**src/rtl/uncache_write_buffer.sv**
```systemverilog
// ---------------------------------------------------------------------------
// uncache_write_buffer
//
// Ordered store buffer between the LSU uncached path and the uncached AXI
// port of the bus interface. Uncached stores (MMIO, uart, confreg) are queued
// and drained one at a time over the uncache_wr_* request/ready/bvalid
// handshake. Uncached loads are forwarded over uncache_rd_* only once every
// older store has received its write response, so loads and stores reach the
// device in program order.
//
// Handshakes: a request is transferred on the clock edge where both its
// request/valid and its ready are high. A request, once raised, keeps its
// payload stable until that edge. bvalid and uncache_ret_valid are one-cycle
// pulses and need no ready.
//
// Optional feature: define UNCACHE_WB_STAT_EN to add the 32-bit stall
// counters stat_ld_stall and stat_full_stall.
//
// Ports:
//   clk, reset                    clock, asynchronous active-high reset
//   st_valid/st_ready             LSU store request (addr, size, wstrb, data)
//   ld_valid/ld_ready             LSU load request (addr, size)
//   ld_ret_valid, ld_ret_data     load data return, one cycle
//   uncache_wr_req/rdy/bvalid     write request, acceptance, response
//   uncache_wr_addr/size/wstrb/data  write payload (head entry)
//   uncache_rd_req/rdy            read request and acceptance
//   uncache_rd_addr/size          read payload (passes through from LSU)
//   uncache_ret_valid/data        read data from the bus interface
//   wb_empty                      nothing buffered and both FSMs idle
//   wb_count                      occupied entries
//   stat_ld_stall, stat_full_stall  (UNCACHE_WB_STAT_EN only)
// ---------------------------------------------------------------------------
module uncache_write_buffer #(
    parameter int DEPTH = 4
) (
    input  logic                     clk,
    input  logic                     reset,
    input  logic                     st_valid,
    output logic                     st_ready,
    input  logic [31:0]              st_addr,
    input  logic [2:0]               st_size,
    input  logic [3:0]               st_wstrb,
    input  logic [31:0]              st_data,
    input  logic                     ld_valid,
    output logic                     ld_ready,
    input  logic [31:0]              ld_addr,
    input  logic [2:0]               ld_size,
    output logic                     ld_ret_valid,
    output logic [31:0]              ld_ret_data,
    output logic                     uncache_wr_req,
    output logic [31:0]              uncache_wr_addr,
    output logic [2:0]               uncache_wr_size,
    output logic [3:0]               uncache_wr_wstrb,
    output logic [31:0]              uncache_wr_data,
    input  logic                     uncache_wr_rdy,
    input  logic                     uncache_wr_bvalid,
    output logic                     uncache_rd_req,
    output logic [31:0]              uncache_rd_addr,
    output logic [2:0]               uncache_rd_size,
    input  logic                     uncache_rd_rdy,
    input  logic                     uncache_ret_valid,
    input  logic [31:0]              uncache_ret_data,
    output logic                     wb_empty,
    output logic [$clog2(DEPTH):0]   wb_count
`ifdef UNCACHE_WB_STAT_EN
    ,
    output logic [31:0]              stat_ld_stall,
    output logic [31:0]              stat_full_stall
`endif
);

    localparam int AW = $clog2(DEPTH);

    typedef struct packed {
        logic [31:0] addr;
        logic [2:0]  size;
        logic [3:0]  wstrb;
        logic [31:0] data;
    } entry_t;

    typedef enum logic {
        D_IDLE,
        D_RESP
    } drain_state_e;

    typedef enum logic {
        R_IDLE,
        R_WAIT
    } rd_state_e;

    // Entry storage carries no reset: contents are only meaningful between
    // the pointers, which are reset.
    entry_t        mem_q [DEPTH];
    logic [AW:0]   wr_ptr_q, wr_ptr_d;
    logic [AW:0]   rd_ptr_q, rd_ptr_d;
    drain_state_e  drain_state_q, drain_state_d;
    rd_state_e     rd_state_q, rd_state_d;

    logic   full;
    logic   empty;
    logic   push;
    logic   pop;
    entry_t head;

    // Full/empty come from registered pointers only, so st_ready never
    // depends combinationally on bvalid; a pop in a full cycle cannot make
    // room for a push until the following cycle.
    assign full  = (wr_ptr_q[AW] != rd_ptr_q[AW]) &&
                   (wr_ptr_q[AW-1:0] == rd_ptr_q[AW-1:0]);
    assign empty = (wr_ptr_q == rd_ptr_q);
    assign push  = st_valid && !full;
    assign pop   = (drain_state_q == D_RESP) && uncache_wr_bvalid;
    assign head  = mem_q[rd_ptr_q[AW-1:0]];

    assign st_ready = !full;
    assign wb_count = wr_ptr_q - rd_ptr_q;
    assign wb_empty = empty && (drain_state_q == D_IDLE) && (rd_state_q == R_IDLE);

    // Write payload always shows the head; pushes only touch the tail, so the
    // fields stay stable while a request waits for uncache_wr_rdy.
    assign uncache_wr_addr  = head.addr;
    assign uncache_wr_size  = head.size;
    assign uncache_wr_wstrb = head.wstrb;
    assign uncache_wr_data  = head.data;

    assign uncache_rd_addr = ld_addr;
    assign uncache_rd_size = ld_size;
    assign ld_ret_data     = uncache_ret_data;

    always_comb begin
        wr_ptr_d = wr_ptr_q;
        rd_ptr_d = rd_ptr_q;
        if (push) begin
            wr_ptr_d = wr_ptr_q + 1'b1;
        end
        if (pop) begin
            rd_ptr_d = rd_ptr_q + 1'b1;
        end
    end

    // Drain FSM: one write outstanding at a time. Draining waits while a load
    // is in flight so the store cannot overtake it at the device.
    always_comb begin
        drain_state_d  = drain_state_q;
        uncache_wr_req = 1'b0;
        case (drain_state_q)
            D_IDLE: begin
                uncache_wr_req = !empty && (rd_state_q == R_IDLE);
                if (uncache_wr_req && uncache_wr_rdy) begin
                    drain_state_d = D_RESP;
                end
            end
            D_RESP: begin
                if (uncache_wr_bvalid) begin
                    drain_state_d = D_IDLE;
                end
            end
            default: drain_state_d = D_IDLE;
        endcase
    end

    // Read FSM: a load issues only with nothing buffered and no write in
    // flight. A store presented in the same cycle is older, so it also blocks.
    always_comb begin
        rd_state_d     = rd_state_q;
        uncache_rd_req = 1'b0;
        ld_ready       = 1'b0;
        ld_ret_valid   = 1'b0;
        case (rd_state_q)
            R_IDLE: begin
                uncache_rd_req = ld_valid && empty && (drain_state_q == D_IDLE) && !st_valid;
                ld_ready       = uncache_rd_req && uncache_rd_rdy;
                if (ld_ready) begin
                    rd_state_d = R_WAIT;
                end
            end
            R_WAIT: begin
                ld_ret_valid = uncache_ret_valid;
                if (uncache_ret_valid) begin
                    rd_state_d = R_IDLE;
                end
            end
            default: rd_state_d = R_IDLE;
        endcase
    end

    always_ff @(posedge clk or posedge reset) begin
        if (reset) begin
            wr_ptr_q      <= '0;
            rd_ptr_q      <= '0;
            drain_state_q <= D_IDLE;
            rd_state_q    <= R_IDLE;
        end else begin
            wr_ptr_q      <= wr_ptr_d;
            rd_ptr_q      <= rd_ptr_d;
            drain_state_q <= drain_state_d;
            rd_state_q    <= rd_state_d;
        end
    end

    always_ff @(posedge clk) begin
        if (push) begin
            mem_q[wr_ptr_q[AW-1:0]] <= '{addr: st_addr, size: st_size,
                                        wstrb: st_wstrb, data: st_data};
        end
    end

`ifdef UNCACHE_WB_STAT_EN
    logic [31:0] stat_ld_stall_q, stat_ld_stall_d;
    logic [31:0] stat_full_stall_q, stat_full_stall_d;

    always_comb begin
        stat_ld_stall_d   = stat_ld_stall_q;
        stat_full_stall_d = stat_full_stall_q;
        if ((rd_state_q == R_IDLE) && ld_valid && !uncache_rd_req) begin
            stat_ld_stall_d = stat_ld_stall_q + 32'd1;
        end
        if (st_valid && full) begin
            stat_full_stall_d = stat_full_stall_q + 32'd1;
        end
    end

    always_ff @(posedge clk or posedge reset) begin
        if (reset) begin
            stat_ld_stall_q   <= '0;
            stat_full_stall_q <= '0;
        end else begin
            stat_ld_stall_q   <= stat_ld_stall_d;
            stat_full_stall_q <= stat_full_stall_d;
        end
    end

    assign stat_ld_stall   = stat_ld_stall_q;
    assign stat_full_stall = stat_full_stall_q;
`endif

endmodule

```
**config.mk**
```make
export PLATFORM = sky130hd
export DESIGN_NAME = uncache_write_buffer
export DESIGN_NICKNAME = d
export VERILOG_FILES = /design/src/rtl/uncache_write_buffer.sv
export SDC_FILE = /design/constraint.sdc
export NUM_CORES = 1
export LEC_CHECK = 0
export CORE_MARGIN = 5
export CORE_UTILIZATION = 40
export CTS_BUF_LIST = sky130_fd_sc_hd__clkbuf_8
export DETAILED_ROUTE_END_ITERATION = 10
export HOLD_SLACK_MARGIN = 0.12
export PLACE_DENSITY = 0.76
export SLEW_MARGIN = 20
export SYNTH_ARGS = -nofsm -noshare
export SYNTH_HDL_FRONTEND = slang
export SYNTH_SLANG_ARGS = --single-unit
```
**constraint.sdc**
```tcl
create_clock -name clk -period 7.4 [get_ports clk]
set_input_delay 2.22 -clock clk [delete_from_list [all_inputs] [get_ports clk]]
set_output_delay 2.22 -clock clk [all_outputs]
set_load 0.01 [all_outputs]
```
### After elaboration in Yosys (flattened, before gate mapping)

Memory sizes are Yosys's and may differ from the RTL's.
Cells that the tools add are included.

| storage, ports and cells | value |
|---|---|
| register bits after elaboration | 8 |
| bits in latches | 0 |
| memory bits (writable) | 284 |
| memory bits (read-only) | 0 |
| input bits | 146 |
| memories | 1 |

| operators by class | value |
|---|---|
| $add $sub $neg | 3 |
| multiply operators | 0 |
| div/mod/pow operators | 0 |
| $lt $le $gt $ge | 0 |
| equality and inequality tests | 3 |
| shift-type cells | 0 |
| mux-type cells | 12 |
| bitwise logic cells | 2 |
| reduce and logical (&&, ||, !) cells | 14 |

Memory list:

| name | depth | bits a word | rd ports | clocked after Yosys merged registers in | write ports | line | RTL |
|---|---|---|---|---|---|---|---|
| mem_q | 4 | 71 | 1 | 0 | 1 | 93 | `entry_t mem_q [DEPTH];` |

Operators by type and width:

| operator | number |
|---|---|
| logical AND 1 bit | 11 |
| two-way mux 1 bit | 10 |
| adder 3 x 1 -> 3 bit (second input constant) | 2 |
| case mux 1 bit (2 select lines) | 2 |
| == test 3 bit | 1 |
| logical NOT 1 bit | 3 |
| subtractor 3 bit | 1 |
| == test 2 bit | 1 |
| inverter 1 bit | 2 |
| inequality test 1 bit | 1 |

### Logic depth before layout (Yosys ltp)

| logic depth | value |
|---|---|
| depth in word-level cells | 7 |
| mapped depth | 7 |
| depth with buffers taken out | 5 |

### Worst setup path before layout

OpenSTA, ideal clock, no wires.

| timing | value |
|---|---|
| path kind | input to output |
| start point | in ld_valid |
| end point | out ld_ready |
| arrival time | 2.581 ns |
| path slack | 2.599 ns |
| cell stages on the path | 2 |
| buffers on the path | 0 |
| cell sequence | nor2b_1 and3_1 |

| on the way | value |
|---|---|
| word-level cells in the longest chain between the ends | 5 |

RTL lines:

| item | line | RTL |
|---|---|---|
| start, declared | 44 | `input logic ld_valid,` |
| logical AND 1 bit (3 in a row) | 171 | `uncache_rd_req = ld_valid && empty && (drain_state_q == D_IDLE) && !st_valid;` |
| logical AND 1 bit | 172 | `ld_ready = uncache_rd_req && uncache_rd_rdy;` |
| two-way mux 1 bit | 169 | `case (rd_state_q)` |
| end, declared | 45 | `output logic ld_ready,` |

No other way between the ends.

### Final worst setup path

| timing | value |
|---|---|
| start point | in st_valid |
| end point | out ld_ready |

| on the way | value |
|---|---|
| word-level cells in the longest chain between the ends | 4 |

RTL lines:

| item | line | RTL |
|---|---|---|
| start, declared | 38 | `input logic st_valid,` |
| logical NOT 1 bit | 171 |  |
| logical AND 1 bit | 171 |  |
| logical AND 1 bit | 172 |  |
| two-way mux 1 bit | 169 |  |

No other way between the ends.

==> results by group <==
Clocking
  • Clock Sinks: 292
  • Worst-path clk slew: 50 ps
  • # resized after CTS: 0
  • Postcts setup bufs: 0
  • Root Driver: clkbuf_8
  • CTS tree: yes
  • Clk_lat worst skew: 540 ps
  • Clock Path Buffers: 3
  • Cts bufs inserted: 47
  • CTS H-tree lvls: 2
  • Hold_buf cts: 0

Placed design
  • GPL Wtd Cong: 0.7452
  • # port buffers: 158
  • Cell Area, Placed: 0.01279 mm2
  • Post-DP HPWL: 14630 um
  • Pre-CTS setup slack: 1478 ps

Hold path
  • Hold path start: wr_ptr_q[0]
  • Worst Hold Class: reg2reg

STA
  • Skew final: 22.83 ps
  • Tcrit/Tclk final: 80.01%
  • Max_slew headroom: 39.07%
  • Setup ws final: 1479 ps
  • Setup violations, final: 0
  • Actual slew at the worst max-slew pin: 914.0 ps
  • Max Slew Vio Count: 0
  • Final hold violation count: 0
  • Max Clk Rate: 0.1689 GHz
  • Hold WS: 553.6 ps
  • Unrepaired setup endpoints after global routing: false
  • Period minus WS final: 5921 ps
  • Total negative setup slack: 0 ps

Power and ir drop
  • Sw Share: 29.04%
  • Clock share of power: 23.5%
  • Flop pwr share: 42.9%
  • P_leak: 4.499 nW
  • Power Internal: 0.004034 W
  • Logic pwr share: 33.5%
  • Worst VDD drop: 214.9 uV
  • PwrDens: 411.7 mW/mm2
  • Switching power of the nets: 0.001650 W

Critical path
  • Crit-path leading delay family: buffers and inverters
  • Critical path startpoint category: input pin
  • Critical path buffer and inverter count: 2
  • Reg-to-Reg Start: rd_ptr_q[0]
  • Crit path top cell by count: clkdlybuf4s50_1
  • Critical Path RT: 5180 ps
  • Cell chain of the critical path: clkdlybuf4s50_1 -> nor2b_1 -> and3_1 -> clkdlybuf4s50_1
  • Critical path class: in2out
  • Worst Setup SP: st_valid
  • Worst Path Arrival: 3700 ps
  • Crit-path slowest cell: clkdlybuf4s50_1
  • Setup crit end kind: output pin
  • Crit-path max FO: 7
  • Critical Path Max Stage Delay: 530 ps

GRT
  • First-pass GRT wire length: 34650 um
  • Total grt overflow: 0
  • GR Util All Layers: 14.55%
  • Largest net degree at the start of global routing: 72
  • Initial antenna violation count: 1
  • Vias in the first global route: 5717

Drt
  • Via count: 5125
  • Wire length per cell: 22.69 um
  • WL final: 23480 um
  • Top sig layer: met5
  • Vias per cell: 4.952
  • DRT antenna net count: 0
  • Met2 WL: 12340 um
  • Wire length on met3: 1762 um
  • Metal1 wirelength: 8053 um
  • Drt drc: 0
  • Initial DRC count: 297
  • First-pass detailed-route iteration total: 4

Logic synthesis
  • Synth Net Count: 645
  • Mapped Area: 0.01132 mm2
  • Yosys reg bits: 292
  • Top cell type by total area after synthesis: edfxtp_1
  • Dominant cells by area after synthesis: edfxtp_1, mux4_2, buf_4, dfrtp_1, ha_1
  • Synth cell types: 26
  • Post-synth top area share: 75.34%
  • Syn_area_per_cell: 23.05 um2
  • Seq/Total Area, Yosys: 77.11%
  • Ys Warns: 0
  • Post-synthesis cell count: 491

Cells and area
  • Register Area: 0.008736 mm2
  • Post-route design area: 0.01381 mm2
  • Final core occ: 49.56%
  • Area growth from synthesis to layout: 21.97%
  • Share of cells above drive strength 1: 22.22%
  • Diodes inserted: 0
  • Fin nets: 775
  • Fillers: 2175
  • Footprint of the multi-input gates: 0.001956 mm2

Floorplan
  • I/O Pins: 293
  • Core ar.: 0.02786 mm2
  • Starting Density: 40.63%
  • Die ar.: 0.03176 mm2
  • Die Span Y: 178.2 um
  • FP Rows: 61
  • Die width: 178.2 um

Status
  • Status: finished clean

Flow run
  • Max-cap violation count: 0
power groups by stage:
stage | logic [W] | clock network (W) | registers (W)
2_1_floorplan | 0.00115 | 0 | 0.00236
3_3_place_gp | 0.00189 | 0 | 0.00247
3_5_place_dp | 0.00191 | 0 | 0.00250
4_1_cts | 0.00193 | 0.00138 | 0.00247
5_1_grt | 0.00203 | 0.00146 | 0.00249
6_report | 0.00191 | 0.00134 | 0.00244
flip-flops by register name, summed over array words and instances (netlist names):
name and cells:
mem_q 284, rd_ptr_q 3, wr_ptr_q 3, drain_state_q 1, rd_state_q 1
layout by cell type (no fill, tap or decap), types with 6 or more instances in the layout:
cell and count:
clkdlybuf4s50_1 158, ha_1 7, clkbuf_8 48, inv_1 16, edfxtp_1 284, dfrtp_1 6, mux4_2 71, clkinv_1 18
synth_stat cells:
| master | number |
|---|---|
| mux4_2 | 71 |
| xor2_1 | 1 |
| buf_6 | 7 |
| buf_4 | 67 |
| mux2_1 | 3 |
| inv_1 | 7 |
| and2_1 | 2 |
| clkbuf_1 | 1 |
| a311oi_2 | 1 |
| and3_1 | 5 |
| nor4_2 | 1 |
| xnor2_2 | 1 |
| a22o_1 | 1 |
| edfxtp_1 | 284 |
| nand2_1 | 4 |
| xnor2_1 | 4 |
| fa_1 | 1 |
| buf_2 | 8 |
| dfrtp_1 | 8 |
| ha_1 | 7 |
| o21ai_2 | 1 |
| inv_2 | 1 |
| o21ai_1 | 1 |
| a32o_1 | 1 |
| nand3_1 | 2 |
| nor2b_1 | 1 |
final timing paths:
kind                                end  slack (ps)  depth (start not counted)
max                            ld_ready        1480                          4
min                         wr_ptr_q[0]         550                          1
max reg2reg                mem_q[1][40]        4450                          4
min reg2reg                 wr_ptr_q[0]         550                          1
max in group asynchronous   rd_ptr_q[1]        5170                          2
min in group asynchronous    rd_state_q        1960                          2
logic make-up after synthesis:
group | count (synthesis) | share of synthesized area (%)
compound gates | 5 | 0.4200
mux | 74 | 14.42
xor+xnor | 6 | 0.5306
flops | 292 | 77.11
buf+inv | 91 | 5.792
fa+ha+maj | 8 | 0.9506
simple gates | 15 | 0.7737
through the flow:
step           std cells  power [W]
6_report            1035   0.005684
5_1_grt             1035   0.005974
4_1_cts             1031   0.005776
3_5_place_dp         946   0.004407
3_3_place_gp         946   0.004353
2_1_floorplan        491   0.003510
layer usage:
layer	GRT usage, %	up-vias
met3	4.260	112
met1	15.65	2614
met2	25.62	180
li1	-	2217
met4	8.187	2
met5	0	-
layout make-up:
class | count | share of cell area, %
Sequential cell | 292 | 63.27
Multi-Input combinational cell | 108 | 14.16
Timing Repair Buffer | 164 | 12.25
Clock buffer | 48 | 4.785
Tap cell | 378 | 3.425
Clock inverter | 37 | 1.885
Inverter | 8 | 0.2175
(Power assumes the default switching activity.)
